### src/rtl/spi_flash_writer.sv
// spi_flash_writer: SPI NOR flash program/erase engine (SPI mode 0).
// Each request runs WREN (0x06), then Page Program (0x02, one byte) or
// Sector Erase (0x20, 4 KiB), then polls RDSR (0x05) until WIP clears.
// Optional feature macro: SPI_WRITER_TIMEOUT_EN bounds polling to POLL_MAX
// polls and reports an expired bound on error.
// Ports:
//   clk, rst        system clock, synchronous active-high reset
//   write, erase    request strobes, sampled in IDLE only (erase wins)
//   addr, wdata     byte address and program data, latched on accept
//   busy, done      busy from accept+1 through the one-cycle done pulse
//   error           poll timeout flag, valid with done
//   status          last complete RDSR byte
//   sclk, cs, mosi  SPI outputs (sclk idles low, cs active-low)
//   miso            SPI input, sampled on sclk rising edge
module spi_flash_writer #(
    parameter int unsigned CLK_DIV  = 2,
    parameter int unsigned CS_GAP   = 4,
    parameter logic [23:0] POLL_MAX = 24'hFFFFFF
) (
    input  logic        clk,
    input  logic        rst,
    input  logic        write,
    input  logic        erase,
    input  logic [23:0] addr,
    input  logic [7:0]  wdata,
    output logic        busy,
    output logic        done,
    output logic        error,
    output logic [7:0]  status,
    output logic        sclk,
    output logic        cs,
    output logic        mosi,
    input  logic        miso
);

    localparam int unsigned DIV_W = (CLK_DIV > 1) ? $clog2(CLK_DIV) : 1;
    localparam int unsigned GAP_W = (CS_GAP > 1) ? $clog2(CS_GAP) : 1;
    localparam int unsigned BIT_W = $clog2(41);
    localparam int unsigned SR_W  = 40;

    typedef enum logic [2:0] {
        S_IDLE, S_WREN, S_GAP, S_CMD, S_POLL, S_DONE
    } state_e;

    state_e            state_q, state_d;
    logic [DIV_W-1:0]  div_q, div_d;
    logic [BIT_W-1:0]  bit_q, bit_d, nbits_q, nbits_d;
    logic [SR_W-2:0]   sr_q, sr_d;
    logic [6:0]        rx_q, rx_d;
    logic [GAP_W-1:0]  gap_q, gap_d;
    logic              gap_to_cmd_q, gap_to_cmd_d;
    logic              op_erase_q, op_erase_d;
    logic [23:0]       addr_q, addr_d;
    logic [7:0]        wdata_q, wdata_d;
    logic [7:0]        status_q, status_d;
    logic              busy_q, busy_d, done_q, done_d;
    logic              sclk_q, sclk_d, cs_q, cs_d, mosi_q, mosi_d;
    logic [SR_W-1:0]   frame;
    logic [BIT_W-1:0]  frame_bits;
    logic              xfer, tick, xfer_end, gap_end, start, poll_timeout;

    assign xfer     = (state_q == S_WREN) || (state_q == S_CMD) || (state_q == S_POLL);
    assign tick     = (div_q == DIV_W'(CLK_DIV - 1));
    assign xfer_end = xfer && tick && !sclk_q && (bit_q == nbits_q);
    assign gap_end  = (state_q == S_GAP) && (gap_q == GAP_W'(CS_GAP - 1));
    assign start    = (state_d != state_q) &&
                      ((state_d == S_WREN) || (state_d == S_CMD) || (state_d == S_POLL));

    // Frame for the transfer being entered; trailing zeros keep mosi low
    // after the last command bit and through the RDSR read phase.
    always_comb begin
        frame      = {8'h05, 32'h0};
        frame_bits = BIT_W'(16);
        if (state_d == S_WREN) begin
            frame      = {8'h06, 32'h0};
            frame_bits = BIT_W'(8);
        end else if (state_d == S_CMD) begin
            frame      = op_erase_q ? {8'h20, addr_q, 8'h00} : {8'h02, addr_q, wdata_q};
            frame_bits = op_erase_q ? BIT_W'(32) : BIT_W'(40);
        end
    end

`ifdef SPI_WRITER_TIMEOUT_EN
    logic [23:0] polls_q, polls_d;
    logic        error_q, error_d;
    assign poll_timeout = (polls_q == POLL_MAX - 24'd1);
    assign error        = error_q;
`else
    logic unused_poll_max;
    assign unused_poll_max = ^POLL_MAX;
    assign poll_timeout    = 1'b0;
    assign error           = 1'b0;
`endif

    // State register
    always_ff @(posedge clk) begin
        if (rst) state_q <= S_IDLE;
        else     state_q <= state_d;
    end

    // Next-state logic
    always_comb begin
        state_d = state_q;
        unique case (state_q)
            S_IDLE: if (write || erase) state_d = S_WREN;
            S_WREN: if (xfer_end) state_d = S_GAP;
            S_CMD:  if (xfer_end) state_d = S_GAP;
            S_GAP:  if (gap_end) state_d = gap_to_cmd_q ? S_CMD : S_POLL;
            S_POLL: if (xfer_end) state_d = (status_q[0] && !poll_timeout) ? S_GAP : S_DONE;
            S_DONE: state_d = S_IDLE;
            default: state_d = S_IDLE;
        endcase
    end

    // Datapath and registered-output next values
    always_comb begin
        div_d        = div_q;
        bit_d        = bit_q;
        nbits_d      = nbits_q;
        sr_d         = sr_q;
        rx_d         = rx_q;
        gap_d        = gap_q;
        gap_to_cmd_d = gap_to_cmd_q;
        op_erase_d   = op_erase_q;
        addr_d       = addr_q;
        wdata_d      = wdata_q;
        status_d     = status_q;
        sclk_d       = sclk_q;
        cs_d         = cs_q;
        mosi_d       = mosi_q;
        busy_d       = (state_d != S_IDLE);
        done_d       = (state_d == S_DONE);
`ifdef SPI_WRITER_TIMEOUT_EN
        polls_d      = polls_q;
        error_d      = error_q;
        if (state_q == S_IDLE && (write || erase)) begin
            polls_d = 24'd0;
            error_d = 1'b0;
        end
        if (state_q == S_POLL && xfer_end) begin
            polls_d = polls_q + 24'd1;
            if (status_q[0] && poll_timeout) error_d = 1'b1;
        end
`endif
        if (state_q == S_IDLE && (write || erase)) begin
            addr_d     = addr;
            wdata_d    = wdata;
            op_erase_d = erase;
        end

        // First bit is presented together with the cs fall.
        if (start) begin
            div_d   = '0;
            bit_d   = '0;
            nbits_d = frame_bits;
            sr_d    = frame[SR_W-2:0];
            mosi_d  = frame[SR_W-1];
            sclk_d  = 1'b0;
            cs_d    = 1'b0;
        end else if (xfer) begin
            div_d = tick ? '0 : div_q + DIV_W'(1);
            if (tick && !sclk_q) begin
                if (bit_q == nbits_q) begin
                    cs_d   = 1'b1;
                    mosi_d = 1'b0;
                end else begin
                    sclk_d = 1'b1;
                    // RDSR read phase: bits 8..15 shift status in MSB first.
                    if (state_q == S_POLL && bit_q >= BIT_W'(8)) begin
                        if (bit_q == BIT_W'(15)) status_d = {rx_q, miso};
                        else                     rx_d     = {rx_q[5:0], miso};
                    end
                end
            end else if (tick) begin
                sclk_d = 1'b0;
                bit_d  = bit_q + BIT_W'(1);
                mosi_d = sr_q[SR_W-2];
                sr_d   = {sr_q[SR_W-3:0], 1'b0};
            end
        end

        if (state_q == S_GAP) gap_d = gap_end ? '0 : gap_q + GAP_W'(1);
        if (state_q != S_GAP) gap_to_cmd_d = (state_q == S_WREN);
    end

    // Datapath registers
    always_ff @(posedge clk) begin
        if (rst) begin
            div_q        <= '0;
            bit_q        <= '0;
            nbits_q      <= '0;
            sr_q         <= '0;
            rx_q         <= '0;
            gap_q        <= '0;
            gap_to_cmd_q <= 1'b0;
            op_erase_q   <= 1'b0;
            addr_q       <= '0;
            wdata_q      <= '0;
            status_q     <= 8'h00;
            busy_q       <= 1'b0;
            done_q       <= 1'b0;
            sclk_q       <= 1'b0;
            cs_q         <= 1'b1;
            mosi_q       <= 1'b0;
`ifdef SPI_WRITER_TIMEOUT_EN
            polls_q      <= '0;
            error_q      <= 1'b0;
`endif
        end else begin
            div_q        <= div_d;
            bit_q        <= bit_d;
            nbits_q      <= nbits_d;
            sr_q         <= sr_d;
            rx_q         <= rx_d;
            gap_q        <= gap_d;
            gap_to_cmd_q <= gap_to_cmd_d;
            op_erase_q   <= op_erase_d;
            addr_q       <= addr_d;
            wdata_q      <= wdata_d;
            status_q     <= status_d;
            busy_q       <= busy_d;
            done_q       <= done_d;
            sclk_q       <= sclk_d;
            cs_q         <= cs_d;
            mosi_q       <= mosi_d;
`ifdef SPI_WRITER_TIMEOUT_EN
            polls_q      <= polls_d;
            error_q      <= error_d;
`endif
        end
    end

    assign busy   = busy_q;
    assign done   = done_q;
    assign status = status_q;
    assign sclk   = sclk_q;
    assign cs     = cs_q;
    assign mosi   = mosi_q;

endmodule

### config.mk
export PLATFORM = sky130hd
export DESIGN_NAME = spi_flash_writer
export DESIGN_NICKNAME = d
export VERILOG_FILES = /design/src/rtl/spi_flash_writer.sv
export SDC_FILE = /design/constraint.sdc
export NUM_CORES = 1
export LEC_CHECK = 0
export BUFFER_PORTS_ARGS = -buffer_cell sky130_fd_sc_hd__buf_2
export CAP_MARGIN = 25
export CORE_MARGIN = 2
export CORE_UTILIZATION = 54
export DETAILED_ROUTE_END_ITERATION = 12
export PLACE_DENSITY = 0.71
export SLEW_MARGIN = 20
export SYNTH_ARGS = -nofsm -noshare
export SYNTH_HDL_FRONTEND = slang
export SYNTH_SLANG_ARGS = --single-unit
### constraint.sdc
create_clock -name clk -period 3.6 [get_ports clk]
set_input_delay 0.72 -clock clk [delete_from_list [all_inputs] [get_ports clk]]
set_output_delay 0.72 -clock clk [all_outputs]
set_load 0.05 [all_outputs]
==> metrics.sh <==
STATUS='finished clean'
FINALHOLDVIOLATIONS=0
CTS-ROOT-TO-SINK-BUFFERS=2
DETAILED_ROUTE_VIA_COUNT=3228
IOS=51
CRITICAL_PATH_ARRIVAL_NS=2.45
LAYOUT_MIN_CYCLE_TIME_NS=2.24
ASYNC_FLOP_SHARE_PCT=0
SKEW_NS=0.0143
CLKTRANSATPATHREGS_NS=0.10
NUMBER_OF_GLOBAL_ROUTE_VIAS_BEFORE_REPAIR=3012
CRIT_CHAIN='nor3_1, a2111oi_4, or2_2, o21ai_0'
GRT.TOTAL_USAGE_PCT=18.9
H-TREE-DEPTH=3
MAPPEDNETLISTNETS=515
TOTAL_WIRE_LENGTH_MM=7.73
WORSTMARGINPINSLEW_NS=0.778
DETAILEDPLACE.WORSTSLACK_NS=1.07
SYNTH.AVG_CELL_AREA_UM2=9.05
PRIMARY_FLIP_FLOP_CELL_CHOSEN_BY_SYNTHESIS_MAPPING='sky130_fd_sc_hd__dfxtp_1'
GLOBAL_ROUTE_WIRE_LENGTH_BEFORE_REPAIR_MM=13.2
DRTPASS1ITERATIONS=4
YS_WARN_COUNT=0
CTS_HOLD_REPAIR.BUFFERS=0
ROUTE.ANTENNA.REMAINING_NETS=0
SEQUENTIAL_AREA_SHARE_AFTER_SYNTHESIS_PCT=50.3
WORSTPATHREQUIRED_NS=3.81
ROWS=32
IO_BUFFER_COUNT=49
FIN_SETUP_TNS_NS=0
GRT_MAX_DEGREE=47
REMAINING_ROUTING_DRC_VIOLATIONS=0
SYNTHESIS.AREA_UM2=4300
POSTCTSRESIZEDCELLS=0
FRACTION_OF_LAYOUT_INSTANCES_USING_A_DRIVE_STRENGTH_ABOVE_1_PCT=15.7
DRT-WIRELENGTH-PER-CELL_UM=12.5
CTS_ROOT_BUF='sky130_fd_sc_hd__clkbuf_8'
SLOWEST_STAGE='sky130_fd_sc_hd__or2_2'
SETUP_VIOL_COUNT_FINAL=0
VIAS_PER_CELL=5.21
INITIAL_UTIL_PCT=55.6
TIMING.FMAX_MHz=446
IR_DROP_uV=275
POWER_DENSITY_nW_PER_UM2=463
PATH_MAX_FANOUT=46
TIMING.FINAL.MAX_SLEW_VIOLATIONS=0
HOLD_PATH.CLASS='register to register'
CRITPATHBUFINV=0
DIEAREA_UM2=8690
RELSLEWSLACK_PCT=48.2
WORST-SETUP-PATH-TYPE='register to register'
PLACEABLECOREAREA_UM2=7730
DRV_CAP=0
GLOBALROUTE.TOTALOVERFLOW=0
CHIPHEIGHT_UM=93.2
AREA_GROWTH_SYN_TO_LAYOUT_PCT=12.0
CLK-INSERTION-DELAY-LATE_NS=0.36
SETUP_SLACK_NS=1.36
ANTENNA_CELLS=0
CRIT_PATH_CAPTURE_TYPE='register'
WORST_HOLD_START='sr_q[35]'
UTILIZATION_PCT=62.3
CRIT_FAMILY='simple AND/OR/NAND/NOR gates'
CP_STARTPOINT='state_q[1]'
FILLCELLCOUNT=676
TIMING.CRITICAL_PATH.SLOWEST_CELL_DELAY_NS=0.69
CTS-BUFFERS-INSERTED=9
STARTPOINT_OF_THE_LOWEST_SLACK_REGISTER_TO_REGISTER_PATH='state_q[1]'
POST_CTS.REPAIR.SETUP_BUFFERS=0
CLOCK_SINKS=108
WORST_SETUP_PATH_START_KIND='register'
COUNT_OF_FLIP_FLOPS_WITH_A_BUILT_IN_ENABLE_AFTER_SYNTHESIS=0
INITIALDRTVIOLATIONCOUNT=151
SYNTHDISTINCTLIBCELLS=44
LAYOUT.NETS=552
TRITONCTS='built'
GRT_SETUP_UNREPAIRED='no'
POST_SYNTH_INST_COUNT=475
DETAILED_PLACEMENT_WIRELENGTH_ESTIMATE_MM=5.21
FINAL_MIN_PERIOD_OVER_CLOCK_PERIOD_PCT=62.2
FINALWEIGHTEDCONGESTION=0.756
YS_FF_LATCH=108
ANTENNA_FOUND_INITIAL=0
TOTAL_LEAKAGE_POWER_nW=2.01
FP.DIEW_UM=93.2
metrics by stage:
step	power (W)	hold slack, ns	cells	cell area, um2
3_3_place_gp	0.00147	0.432	603	4590
3_5_place_dp	0.00148	0.441	603	4590
4_1_cts	0.00225	0.461	619	4810
6_report	0.00223	0.457	619	4810
5_1_grt	0.00232	0.483	619	4810
2_1_floorplan	0.00143	0.425	475	4300
final timing paths:
kind | depth (start not counted) | endpoint | slack [ns]
max | 4 | sr_q[9] | 1.36
min | 2 | sr_q[36] | 0.46
max reg2reg | 4 | sr_q[9] | 1.36
min reg2reg | 2 | sr_q[36] | 0.46
flip-flops by register name, summed over array words and instances (netlist names), 2 cells and up:
| register | flops |
|---|---|
| rx_q | 7 |
| addr_q | 24 |
| sr_q | 39 |
| bit_q | 6 |
| state_q | 3 |
| status | 8 |
| wdata_q | 8 |
| nbits_q | 3 |
| gap_q | 2 |
report_power, final:
part           leakage, nW  switching, W  total (W)  internal (W)
Clock                0.111      0.000408   0.000777      0.000369
Sequential           0.878     0.0000278    0.00126       0.00124
Combinational         1.02      0.000120   0.000186     0.0000657
layer usage:
| layer | wire [um] | track usage [%] |
|---|---|---|
| met5 | 0 | 0 |
| met4 | 104 | 6.74 |
| met2 | 3730 | 33.5 |
| met1 | 3700 | 22.8 |
| met3 | 189 | 3.79 |
worst register-to-register path: stages, from the launching register on:
cell	delay, ns
sky130_fd_sc_hd__dfxtp_1	0.55
sky130_fd_sc_hd__nor3_1	0.15
sky130_fd_sc_hd__a2111oi_4	0.49
sky130_fd_sc_hd__or2_2	0.69
sky130_fd_sc_hd__o21ai_0	0.21
cells in the mapped netlist, types with 3 or more instances:
library cell / instances / area, um2
sky130_fd_sc_hd__ha_1: 3 / 37.5
sky130_fd_sc_hd__nor2_1: 33 / 124
sky130_fd_sc_hd__clkbuf_1: 12 / 45.0
sky130_fd_sc_hd__a22oi_1: 3 / 22.5
sky130_fd_sc_hd__nor2b_1: 4 / 25.0
sky130_fd_sc_hd__o21ai_0: 27 / 135
sky130_fd_sc_hd__xnor2_1: 4 / 35.0
sky130_fd_sc_hd__dfxtp_1: 108 / 2160
sky130_fd_sc_hd__nand3_1: 4 / 20.0
sky130_fd_sc_hd__a21oi_1: 43 / 215
sky130_fd_sc_hd__nor3_1: 8 / 40.0
sky130_fd_sc_hd__nand2_1: 109 / 409
sky130_fd_sc_hd__nor3b_1: 3 / 22.5
sky130_fd_sc_hd__xor2_1: 4 / 35.0
sky130_fd_sc_hd__o2bb2ai_1: 7 / 61.3
sky130_fd_sc_hd__buf_2: 10 / 50.1
sky130_fd_sc_hd__mux2i_1: 48 / 480
sky130_fd_sc_hd__buf_1: 3 / 11.3
sky130_fd_sc_hd__inv_1: 6 / 22.5
sky130_fd_sc_hd__nand2b_1: 3 / 18.8
layout make-up:
| class | instances | area [um2] | area share (%) |
|---|---|---|---|
| flip-flops and latches | 108 | 2160 | 44.9 |
| multi-input cells | 333 | 2000 | 41.6 |
| repair buffers | 54 | 283 | 5.88 |
| well taps | 102 | 128 | 2.65 |
| clock inverters | 5 | 65.1 | 1.35 |
| clock buffers | 11 | 151 | 3.15 |
| inverters | 6 | 22.5 | 0.468 |
logic make-up after synthesis:
| kind of cell | synth area share [%] |
|---|---|
| and+or+nand+nor | 18.0 |
| adders and majority gates | 0.874 |
| muxes | 11.2 |
| DFF | 50.3 |
| AOI/OAI and AO/OA | 14.5 |
| buffers and inverters | 3.41 |
| other | 0.0873 |
| xor gates and xnor gates | 1.63 |
placed cells by master, fill, tap and decap left out, types with 2 or more instances in the layout:
cell type and count:
sky130_fd_sc_hd__ha_1 3, sky130_fd_sc_hd__o21bai_1 2, sky130_fd_sc_hd__nor3b_1 3, sky130_fd_sc_hd__nor3_1 8, sky130_fd_sc_hd__inv_6 3, sky130_fd_sc_hd__or2_2 2, sky130_fd_sc_hd__or3_1 2, sky130_fd_sc_hd__o211ai_1 2
sky130_fd_sc_hd__nand2_1 109, sky130_fd_sc_hd__o21ai_0 27, sky130_fd_sc_hd__nor2_1 33, sky130_fd_sc_hd__xor2_1 4, sky130_fd_sc_hd__o2bb2ai_1 7, sky130_fd_sc_hd__clkbuf_8 11, sky130_fd_sc_hd__nand2b_1 3, sky130_fd_sc_hd__o22ai_1 2
sky130_fd_sc_hd__buf_4 5, sky130_fd_sc_hd__inv_1 6, sky130_fd_sc_hd__a22oi_1 3, sky130_fd_sc_hd__a21o_1 2, sky130_fd_sc_hd__nor2b_1 4, sky130_fd_sc_hd__nand3_1 4, sky130_fd_sc_hd__a211oi_1 2, sky130_fd_sc_hd__dfxtp_1 108
sky130_fd_sc_hd__mux2i_1 48, sky130_fd_sc_hd__xnor2_1 4, sky130_fd_sc_hd__a31oi_1 2, sky130_fd_sc_hd__a21oi_1 43, sky130_fd_sc_hd__buf_2 49
Power figures use the tool's default switching activity.
